--- config.mk ---
export PLATFORM = sky130hd
export DESIGN_NAME = clk_en_gen
export DESIGN_NICKNAME = d
export VERILOG_FILES = /design/src/rtl/clk_en_gen.sv
export SDC_FILE = /design/constraint.sdc
export NUM_CORES = 1
export LEC_CHECK = 0
export ABC_AREA = 1
export BUFFER_PORTS_ARGS = -buffer_cell sky130_fd_sc_hd__buf_2
export CAP_MARGIN = 10
export CORE_ASPECT_RATIO = 0.6
export CORE_MARGIN = 10
export CORE_UTILIZATION = 52
export DETAILED_ROUTE_END_ITERATION = 12
export HOLD_SLACK_MARGIN = 0.05
export PLACE_DENSITY = 0.73
export SKIP_CTS_REPAIR_TIMING = 1
export SLEW_MARGIN = 20
export SYNTH_ARGS = -nofsm -noshare
export SYNTH_HDL_FRONTEND = slang
export SYNTH_SLANG_ARGS = --single-unit
--- constraint.sdc ---
create_clock -name CLK0 -period 1.3 [get_ports CLK0]
set_input_delay 0.26 -clock CLK0 [delete_from_list [all_inputs] [get_ports CLK0]]
set_output_delay 0.26 -clock CLK0 [all_outputs]
set_load 0.005 [all_outputs]
--- src/rtl/clk_en_gen.sv ---
// Clock-enable generator: qualifies a raw PLL lock, releases per-channel resets
// in a staggered sequence, then produces divided one-cycle enable pulses per channel.
module clk_en_gen #(
  parameter int NCH         = 2,
  parameter int DIVW        = 8,
  parameter int LOCK_FILT   = 16,
  parameter int RST_STAGGER = 4
) (
  input  logic                CLK0,
  input  logic                RESETN,
  input  logic                PLL_LOCK,
  input  logic [NCH*DIVW-1:0] DIV,
  input  logic                LOST_CLR,
  output logic                LOCK_OK,
  output logic                LOCK_LOST,
  output logic [NCH-1:0]      RST_N_OUT,
  output logic [NCH-1:0]      CE
);

  localparam int FW = $clog2(LOCK_FILT);
  localparam int SW = $clog2(RST_STAGGER * NCH + 1);

  typedef enum logic [1:0] {UNLOCKED, FILTER, RELEASE, RUN} state_t;

  state_t          state;
  logic            lock_m;
  logic            lock_s;
  logic [FW-1:0]   filt_cnt;
  logic [SW-1:0]   stag_cnt;
  logic [DIVW-1:0] div_cnt [NCH];
  logic            lose;

  // NOTE: sequential state is always written with non-blocking assignments so
  // every flop samples the pre-edge values of its neighbours.
  always_ff @(posedge CLK0 or negedge RESETN) begin
    if (!RESETN) begin
      lock_m <= 1'b0;
      lock_s <= 1'b0;
    end else begin
      lock_m <= PLL_LOCK;
      lock_s <= lock_m;
    end
  end

  assign lose = (state != UNLOCKED) && !lock_s;

  always_ff @(posedge CLK0 or negedge RESETN) begin
    if (!RESETN) begin
      state     <= UNLOCKED;
      filt_cnt  <= '0;
      stag_cnt  <= '0;
      LOCK_OK   <= 1'b0;
      LOCK_LOST <= 1'b0;
      RST_N_OUT <= '0;
    end else begin
      // Clear first, set later in the block: a coincident loss overrides the clear.
      if (LOST_CLR)
        LOCK_LOST <= 1'b0;
      if (lose && (state == RELEASE || state == RUN))
        LOCK_LOST <= 1'b1;

      if (lose) begin
        state     <= UNLOCKED;
        filt_cnt  <= '0;
        stag_cnt  <= '0;
        LOCK_OK   <= 1'b0;
        RST_N_OUT <= '0;
      end else begin
        case (state)
          UNLOCKED: begin
            if (lock_s) begin
              state    <= FILTER;
              filt_cnt <= '0;
            end
          end
          FILTER: begin
            // The UNLOCKED->FILTER cycle already counted as the first high sample.
            if (filt_cnt == FW'(LOCK_FILT - 2)) begin
              state    <= RELEASE;
              LOCK_OK  <= 1'b1;
              filt_cnt <= '0;
              stag_cnt <= '0;
            end else begin
              filt_cnt <= filt_cnt + 1'b1;
            end
          end
          RELEASE: begin
            if (RST_N_OUT[NCH-1]) begin
              state    <= RUN;
              stag_cnt <= '0;
            end else begin
              stag_cnt <= stag_cnt + 1'b1;
              for (int i = 0; i < NCH; i++)
                if (stag_cnt == SW'(RST_STAGGER * (i + 1) - 1))
                  RST_N_OUT[i] <= 1'b1;
            end
          end
          default: ;
        endcase
      end
    end
  end

  // NOTE: the divider counters are a handful of flops, not a RAM, so they take
  // the asynchronous reset like any other state.
  always_ff @(posedge CLK0 or negedge RESETN) begin
    if (!RESETN) begin
      for (int i = 0; i < NCH; i++)
        div_cnt[i] <= '0;
    end else begin
      for (int i = 0; i < NCH; i++) begin
        if (!RST_N_OUT[i] || lose || CE[i])
          div_cnt[i] <= '0;
        else
          div_cnt[i] <= div_cnt[i] + 1'b1;
      end
    end
  end

  // NOTE: every always_comb output gets a default first so no latch is inferred.
  always_comb begin
    CE = '0;
    for (int i = 0; i < NCH; i++)
      CE[i] = RST_N_OUT[i] && (div_cnt[i] >= DIV[i*DIVW +: DIVW]);
  end

endmodule

# Yosys cells after proc, flatten, opt, wreduce, memory -nomap -nowiden
# Index checks and enable logic that the tools add are counted.
[word_totals]
ff_bits = 32
input_bits = 20
elab_cells = 79
[classes]
n_addsub = 4
n_lt_le_gt_ge = 2
eq_ne = 10
n_mux = 25
reduce_logical = 27
[ops]
columns = ["operator", "n"]
rows = [
  ["$mux 4", 6],
  ["$add 8x1->8 const B", 2],
  ["$ge 8x8->1", 2],
  ["$mux 8", 2],
  ["$pmux 4 s2", 2],
  ["$mux 2", 7],
  ["$reduce_bool 2->1", 6],
  ["$ne 3x3->1 const B", 3],
  ["$add 4x1->4 const B", 2],
  ["$mux 1", 7],
  ["$pmux 2 s3", 1],
  ["$reduce_and 2->1", 3],
  ["$reduce_bool 3->1", 2],
  ["$logic_or 1x1->1", 5],
  ["$eq 2x2->1 const B", 2],
  ["$eq 4x2->1 const B", 1],
  ["$eq 4x3->1 const B", 1],
  ["$eq 4x4->1 const B", 1],
  ["$logic_and 1x1->1", 4],
  ["$reduce_and 4->1", 1],
  ["$reduce_bool 4->1", 1],
  ["$logic_not 1->1", 3],
  ["$reduce_and 3->1", 1],
  ["$eq 2x1->1 const B", 1],
  ["other kinds (2)", 2],
]

# Depth between registers and ports, before layout
# Gate-level depths: netlist of the first run.
[logic_depth]
ltp_word = 5
mapped_depth = 11

# Worst setup path before layout of the first run
# No wires, ideal clock.
[synth_path]
path_type = "reg-to-reg"
startpoint = "register state[0]"
endpoint = "register state[0]"
setup_time_ps = 117
arrival_ps = 1296
required_time_ps = 1183
slack_ps = -113
path_stages_with_launch = 9
path_buffers = 0
cell_sequence = "dfrtp_1 -> inv_1 -> ha_1 -> nor2_1 -> nor3_2 -> nor2_4 -> nand3_1 -> nand2_1 -> nand2_1"
[synth_between]
elab_chain_len = 4
word_cells_on_any_way = 12
[synth_lines]
columns = ["item", "line_no", "source"]
rows = [
  ["start: declaration", "25", "state_t state;"],
  ["start signal: assignment", "49", "state <= UNLOCKED;"],
  ["start signal: assignment", "63", "state <= UNLOCKED;"],
  ["start signal: assignment", "72", "state <= FILTER;"],
  ["$reduce_bool 2->1", "45", "assign lose = (state != UNLOCKED) && !lock_s;"],
  ["$logic_and 1x1->1", "45", ""],
  ["$ne 3x3->1 (no line) / $reduce_bool 4->1 (equally long branches)", "n/a", ""],
  ["$reduce_and 4->1 (no line)", "n/a", ""],
]
# Parallel ways exist; a longest one is shown, timed or not.
# A chain may end at the register's enable or synchronous reset.

# Final worst setup path of the first run
[layout_path]
startpoint = "register div_cnt[7] (netlist name)"
endpoint = "output CE[1]"
[layout_between]
elab_chain_len = 2
[layout_lines]
columns = ["item", "line_no", "source"]
rows = [
  ["start: declaration", "30", "logic [DIVW-1:0] div_cnt [NCH];"],
  ["start signal: indexed assignment", "115", "div_cnt[i] <= div_cnt[i] + 1'b1;"],
  ["$ge 8x8->1", "124", "CE[i] = RST_N_OUT[i] && (div_cnt[i] >= DIV[i*DIVW +: DIVW]);"],
  ["$logic_and 1x1->1", "124", ""],
  ["end: declaration", "17", "output logic [NCH-1:0] CE"],
]
# Every way passes these cells.

==> results of run 1 <==
==> final timing paths <==
check	endpoint	start
max in group asynchronous	div_cnt[0]	RESETN
min	lock_m	PLL_LOCK
max	CE[1]	div_cnt[7]
min reg2reg	lock_s	lock_m
min in group asynchronous	LOCK_LOST	RESETN
max reg2reg	div_cnt[11]	div_cnt[13]
==> final cells by class <==
class / count / area, um^2
repair buffers: 65 / 444.2
inverters: 50 / 195.2
well taps: 47 / 58.81
multi-input cells: 178 / 1371
flip-flops and latches: 32 / 800.8
fillers: 248 / 798.3
clock buffers: 7 / 96.34
==> routing by layer <==
layer	up-vias	part of all wire [%]	GRT usage, %	routed length (um)
li1	961	-	-	-
met1	844	47	17.97	2329
met2	49	45	19.33	2233
met3	15	5.2	4.365	255
met4	0	2.1	4.475	101
met5	-	0	0	0
==> kinds of logic (layout without fill, tap and decap cells) <==
| logic type | after synthesis | after routing | synth area share, % |
|---|---|---|---|
| XOR/XNOR | 13 | 13 | 5.452 |
| AND/OR/NAND/NOR | 120 | 120 | 26.30 |
| buffers and inverters | 50 | 122 | 8.987 |
| flip-flops | 32 | 32 | 38.35 |
| adder cells (fa/ha/maj) | 25 | 25 | 14.98 |
| AO/OA/AOI/OAI | 20 | 20 | 5.932 |
==> placed cells by master, fill, tap and decap left out, types with 3 or more instances in the layout <==
cell type,n
o21ai_2,3
nand2_2,5
xnor2_1,4
xor2_1,7
nand3_2,3
buf_4,37
nand3_1,12
o21ai_0,4
a21oi_1,4
nor2_1,16
ha_4,7
a21oi_2,4
clkbuf_8,7
nand4_1,5
nor2_4,4
nand2_1,43
buf_2,25
nor3_1,3
nand2_4,4
nor2_2,20
inv_2,6
ha_1,16
inv_1,42
dfrtp_1,32
==> stage by stage <==
| step | setup WS (ns) | hold slack, ns | setup TNS [ns] | utilization [%] | total power [mW] |
|---|---|---|---|---|---|
| final | -0.5419 | 0.08170 | -5.106 | 78.80 | 3.844 |
| after global routing | -0.5957 | 0.07363 | -7.653 | 78.80 | 4.115 |
| after CTS | -0.5416 | -0.003094 | -4.967 | 71.05 | 3.477 |
| after detailed placement | -0.2566 | 0.3016 | -3.968 | 68.49 | 2.638 |
| after global placement | -0.1991 | 0.3041 | -3.212 | 68.49 | 2.618 |
| after floorplan | -0.07986 | -0.03559 | -0.2623 | - | 2.146 |
==> power by group through the flow <==
stage          sequential [mW]  clock, mW  combinational (mW)
2_1_floorplan             1.19          0               0.951
3_3_place_gp              1.18          0                1.44
3_5_place_dp              1.18          0                1.46
4_1_cts                   1.16      0.847                1.47
5_1_grt                   1.19      0.888                2.04
6_report                  1.17      0.831                1.84
==> registers in the layout, indices dropped and copies added, names as in the netlist <==
name	cells
lock_s	1
div_cnt	16
LOCK_LOST	1
filt_cnt	4
state	2
stag_cnt	4
RST_N_OUT	2
LOCK_OK	1
lock_m	1
==> impl_metrics.csv, run 1 <==
group,metric,value,unit
floorplan,fp-row-count,17,
finish,design_area,2967,um^2
routing,ant_nets,0,
global_routing,overflow,0,
finish,final_cells,379,
worst_setup_path,worstSetupEndpointType,"output port",
flow_run,maxCapViolCount,0,
run_status,violations,"setup timing",
synth,ys_seq_area_share,38.35,%
worst_setup_path,crit_type,"reg -> out",
timing,period_needed,1.842,ns
timing,worst_pin_slew,0.4084,ns
finish,syn_to_final_growth,42.06,%
routing,vias,1869,
floorplan,core,3765,um^2
finish,nets,377,
worst_setup_path,arrival,1.58,ns
routing,drc,0,
clock_network,htree_levels,2,
floorplan,fp.dieH,69.09,um
synth,async_flop_share,100.0,%
synth,synth_area_leader_cell,"dfrtp_1",
timing,slew_headroom,72.77,%
worst_setup_path,cp.depth,8,
min_path,hp-class,"in -> reg",
global_routing,track_usage,13.31,%
placed_design,place_area,2579,um^2
min_path,hold_depth,1,
pwr,p_sw,1.483,mW
worst_setup_path,path_buf_inv,2,
worst_setup_path,slowest_stage,"dfrtp_1",
placed_design,dp_hpwl,3421,um
finish,antennaDiodeCount,0,
timing,rsz0062_at_grt,"true",
placed_design,portBuffers,25,
worst_setup_path,rr_worst_depth,6,
placed_design,place_congestion,0.8317,
pwr,p_per_area,1296,nW/um^2
synth,syn_nets,305,
worst_setup_path,rrSetupSlack,-0.21,ns
synth,syn_area,2088,um^2
global_routing,antenna_found_initial,0,
timing,skew,0.004190,ns
pwr,ir_drop,1.231,mV
floorplan,fp.dieW,101.8,um
pwr,clkPwrFrac,21.6,%
timing,slew_viol_final,0,
pwr,comb_power_share,47.9,%
clock_network,root_buffer,"clkbuf_8",
worst_setup_path,worstSetupStartpointType,"flop",
routing,vias_per_cell,4.931,
synth,netlist_instances,260,
worst_setup_path,crit_chain,"ha_4, nand2_1, nor2_1, nand2_1, nand3_1, nand2_1, inv_1, buf_2",
clock_network,clockBufferDepth,2,
routing,drt_iter0_drc,106,
timing,finalHoldViolCount,0,
worst_setup_path,worst_path_most_repeated_cell,"nand2_1",
run_status,status,"finished with violations",
floorplan,dieArea,7034,um^2
clock_network,numCtsBuffers,5,
timing,clock.fmax,0.5429,GHz
synth,yosysMostFrequentCell,"nand2_1",
clock_network,numClockSinks,32,
routing,finalWirelength,4920,um
routing,drt_pre_antenna_iters,4,
clock_network,insertion_delay,0.28,ns
pwr,switching_share,38.57,%
pwr,seq_power_share,30.5,%
synth,synth.avg_cell_area,8.032,um^2
routing,wl_per_cell,12.98,um
worst_setup_path,critPathMaxStageDelay,0.41,ns
global_routing,grt_pass1_wl,7728,um
timing,period_share,141.7,%
floorplan,ios,26,
global_routing,grt_max_degree,33,
synth,synth_ff_type,"dfrtp_1",
synth,synth-seq-cells,32,
timing,fin_ws,-0.5419,ns
worst_setup_path,critical_path.top_delay_family,"simple AND/OR/NAND/NOR gates",
synth,synth_top_cells_by_count,"49 x nand2_1, 48 x inv_1, 37 x nor2_1",
floorplan,start_util,55.47,%
placed_design,place_inst,366,
synth,synthDistinctLibCells,27,
finish,drive_above_1_share,42.17,%
clock_network,tritoncts,"yes",
pwr,leakagePower,1.520,nW
pwr,p_int,2.362,mW
worst_setup_path,worstPathMaxFanout,2,
clock_network,cts.reportedPaths.clkPinSlew,0.07,ns
synth,ys_warn_count,0,
global_routing,grt_pass1_vias,1762,
synth,yosysTopAreaCellShare,38.35,%
synth,yosys-top-cells-area,"dfrtp_1 38%, ha_1 15%, nand2_1 8.8%",
worst_setup_path,required,1.04,ns
synth,synth-edff-count,0,
timing,setup_violations,28,
(Power assumes the default switching activity.)
==> run 2, diff against run 1 <==
--- a/config.mk
+++ b/config.mk
@@ -13,7 +13,7 @@
 export CORE_UTILIZATION = 52
 export DETAILED_ROUTE_END_ITERATION = 12
 export HOLD_SLACK_MARGIN = 0.05
-export PLACE_DENSITY = 0.73
+export PLACE_DENSITY = 0.76
 export SKIP_CTS_REPAIR_TIMING = 1
 export SLEW_MARGIN = 20
 export SYNTH_ARGS = -nofsm -noshare
==> run 2 against run 1 <==
Effect of this change: hold slack better by 0.0054 ns; clock power fell by 11%; the flow still finishes with violations (setup timing); sequential share of layout area down 1.1 points; fmax fell by 0.49%; register-to-register slack got worse by 0.02 ns; largest cell class unchanged; combinational power is 9% higher; clock-buffer cell count is 1 lower; critical path type unchanged.
==> impl_metrics.csv, run 2 (same netlist as run 1, synthesis figures left out) <==
group,metric,value,unit
clock_network,clockBufferDepth,2,
placed_design,place_area,2564,um^2
pwr,ir_drop,1.265,mV
floorplan,start_util,55.47,%
pwr,leakagePower,1.526,nW
floorplan,core,3765,um^2
placed_design,portBuffers,25,
routing,wl_per_cell,14.94,um
worst_setup_path,crit_start,"div_cnt[1]",
placed_design,place_congestion,0.8668,
clock_network,cts.reportedPaths.clkPinSlew,0.07,ns
finish,top_register,"div_cnt",
global_routing,grt_pass1_wl,7659,um
worst_setup_path,crit_type,"reg -> out",
placed_design,place_inst,364,
routing,finalWirelength,5706,um
global_routing,grt_max_degree,33,
routing,ant_nets,0,
clock_network,htree_levels,2,
routing,vias_per_cell,5.131,
routing,wl_met2,2762,um
clock_network,numClockSinks,32,
routing,drt_pre_antenna_iters,4,
worst_setup_path,rr_worst_depth,7,
worst_setup_path,required,1.04,ns
min_path,hold_depth,1,
finish,top_regs,"div_cnt (16), filt_cnt (4), stag_cnt (4)",
finish,final_cell_mix,"42 x inv_1, 37 x buf_4, 32 x nand2_1, 31 x dfrtp_1, 25 x buf_2",
worst_setup_path,critPathCapture,"CE[1]",
timing,period_share,142.4,%
timing,period_needed,1.851,ns
clock_network,tritoncts,"yes",
placed_design,dp_hpwl,3601,um
worst_setup_path,timing.rr.end,"div_cnt[13]",
run_status,status,"finished with violations",
clock_network,numCtsBuffers,5,
finish,drive_above_1_share,46.27,%
timing,rsz0062_at_grt,"true",
finish,syn_to_final_growth,48.53,%
finish,nets,380,
timing,slew_viol_final,0,
timing,holdWs,0.08710,ns
timing,setup_violations,29,
timing,finalHoldViolCount,0,
routing,met3WireLength,348,um
timing,slew_headroom,71.70,%
routing,drt-met1-wl,2466,um
finish,antennaDiodeCount,0,
timing,worst_pin_slew,0.4244,ns
worst_setup_path,rrSetupSlack,-0.23,ns
finish,design_area,3102,um^2
global_routing,antenna_found_initial,0,
worst_setup_path,arrival,1.59,ns
routing,highest_layer,"met4",
flow_run,maxCapViolCount,0,
finish,layout_commonest_cell,"inv_1",
timing,skew,0.01016,ns
finish,finalCoreUtilization,82.39,%
floorplan,fp.dieH,69.09,um
worst_setup_path,worstSetupStartpointType,"flop",
floorplan,fp-row-count,17,
global_routing,grt_pass1_vias,1763,
global_routing,track_usage,13.01,%
floorplan,fp.dieW,101.8,um
run_status,violations,"setup timing",
pwr,total_power,3.913,mW
worst_setup_path,worstPathMaxFanout,2,
routing,drc,0,
pwr,p_per_area,1261,nW/um^2
clock_network,insertion_delay,0.28,ns
min_path,hp-class,"in -> reg",
routing,vias,1960,
worst_setup_path,worstSetupEndpointType,"output port",
timing,fin_ws,-0.5509,ns
clock_network,root_buffer,"clkbuf_8",
global_routing,overflow,0,
timing,clock.fmax,0.5403,GHz
finish,largest_reg_flops,16,
routing,drt_iter0_drc,105,
worst_setup_path,r2r_start,"div_cnt[13]",
finish,final_cells,382,
floorplan,dieArea,7034,um^2
floorplan,ios,26,
-- run 2: cell count changes in the layout (fill, tap and decap cells not counted), moves of 4 or more --
cell	delta
ha_4	+7
nor2_2	-5
nand2_2	+9
buf_6	+4
ha_1	-5
nand2_1	-11
nor2_1	+5
-- run 2: worst max-delay path, cell delays in order (launching register included) --
cell	delay (ns)
dfrtp_1	0.42
ha_4	0.29
nand2_2	0.05
nand2_1	0.05
nand2_1	0.06
nand2_1	0.08
nand2_2	0.08
nand3_1	0.07
nand2_1	0.06
inv_1	0.05
buf_2	0.10
-- run 2: worst min-delay path by stage --
stage          startpoint           end
2_1_floorplan      RESETN     LOCK_LOST
3_3_place_gp       RESETN     LOCK_LOST
3_5_place_dp       RESETN  RST_N_OUT[0]
4_1_cts            RESETN  RST_N_OUT[0]
5_1_grt          PLL_LOCK        lock_m
6_report         PLL_LOCK        lock_m
-- run 2: per-stage QoR --
step | worst slack, ns | setup TNS, ns
detailed placement | -0.2260 | -4.270
floorplan | -0.07986 | -0.2623
CTS | -0.5220 | -5.265
global route | -0.5998 | -7.815
global placement | -0.1812 | -3.225
finish | -0.5509 | -5.551
-- run 2: power by group --
part | switching (mW) | leakage (nW) | internal [mW] | total, mW
sequential | 0.0673 | 0.436 | 1.09 | 1.16
clock | 0.373 | 0.0410 | 0.364 | 0.737
combinational | 1.16 | 1.05 | 0.856 | 2.01
-- run 2: final cells by class --
cell class / instances / area (um^2)
Clock buffer: 6 / 72.57
Tap cell: 47 / 58.81
Inverter: 50 / 195.2
Fill cell: 222 / 663.1
Sequential cell: 32 / 802.0
Timing Repair Buffer: 68 / 469.2
Clock inverter: 1 / 5.005
Multi-Input combinational cell: 178 / 1499
-- run 2: routing by layer --
metal	vias up	track usage, %
met1	918	17.08
met2	59	20.40
met3	17	3.968
li1	966	-
met4	0	2.778
met5	-	0
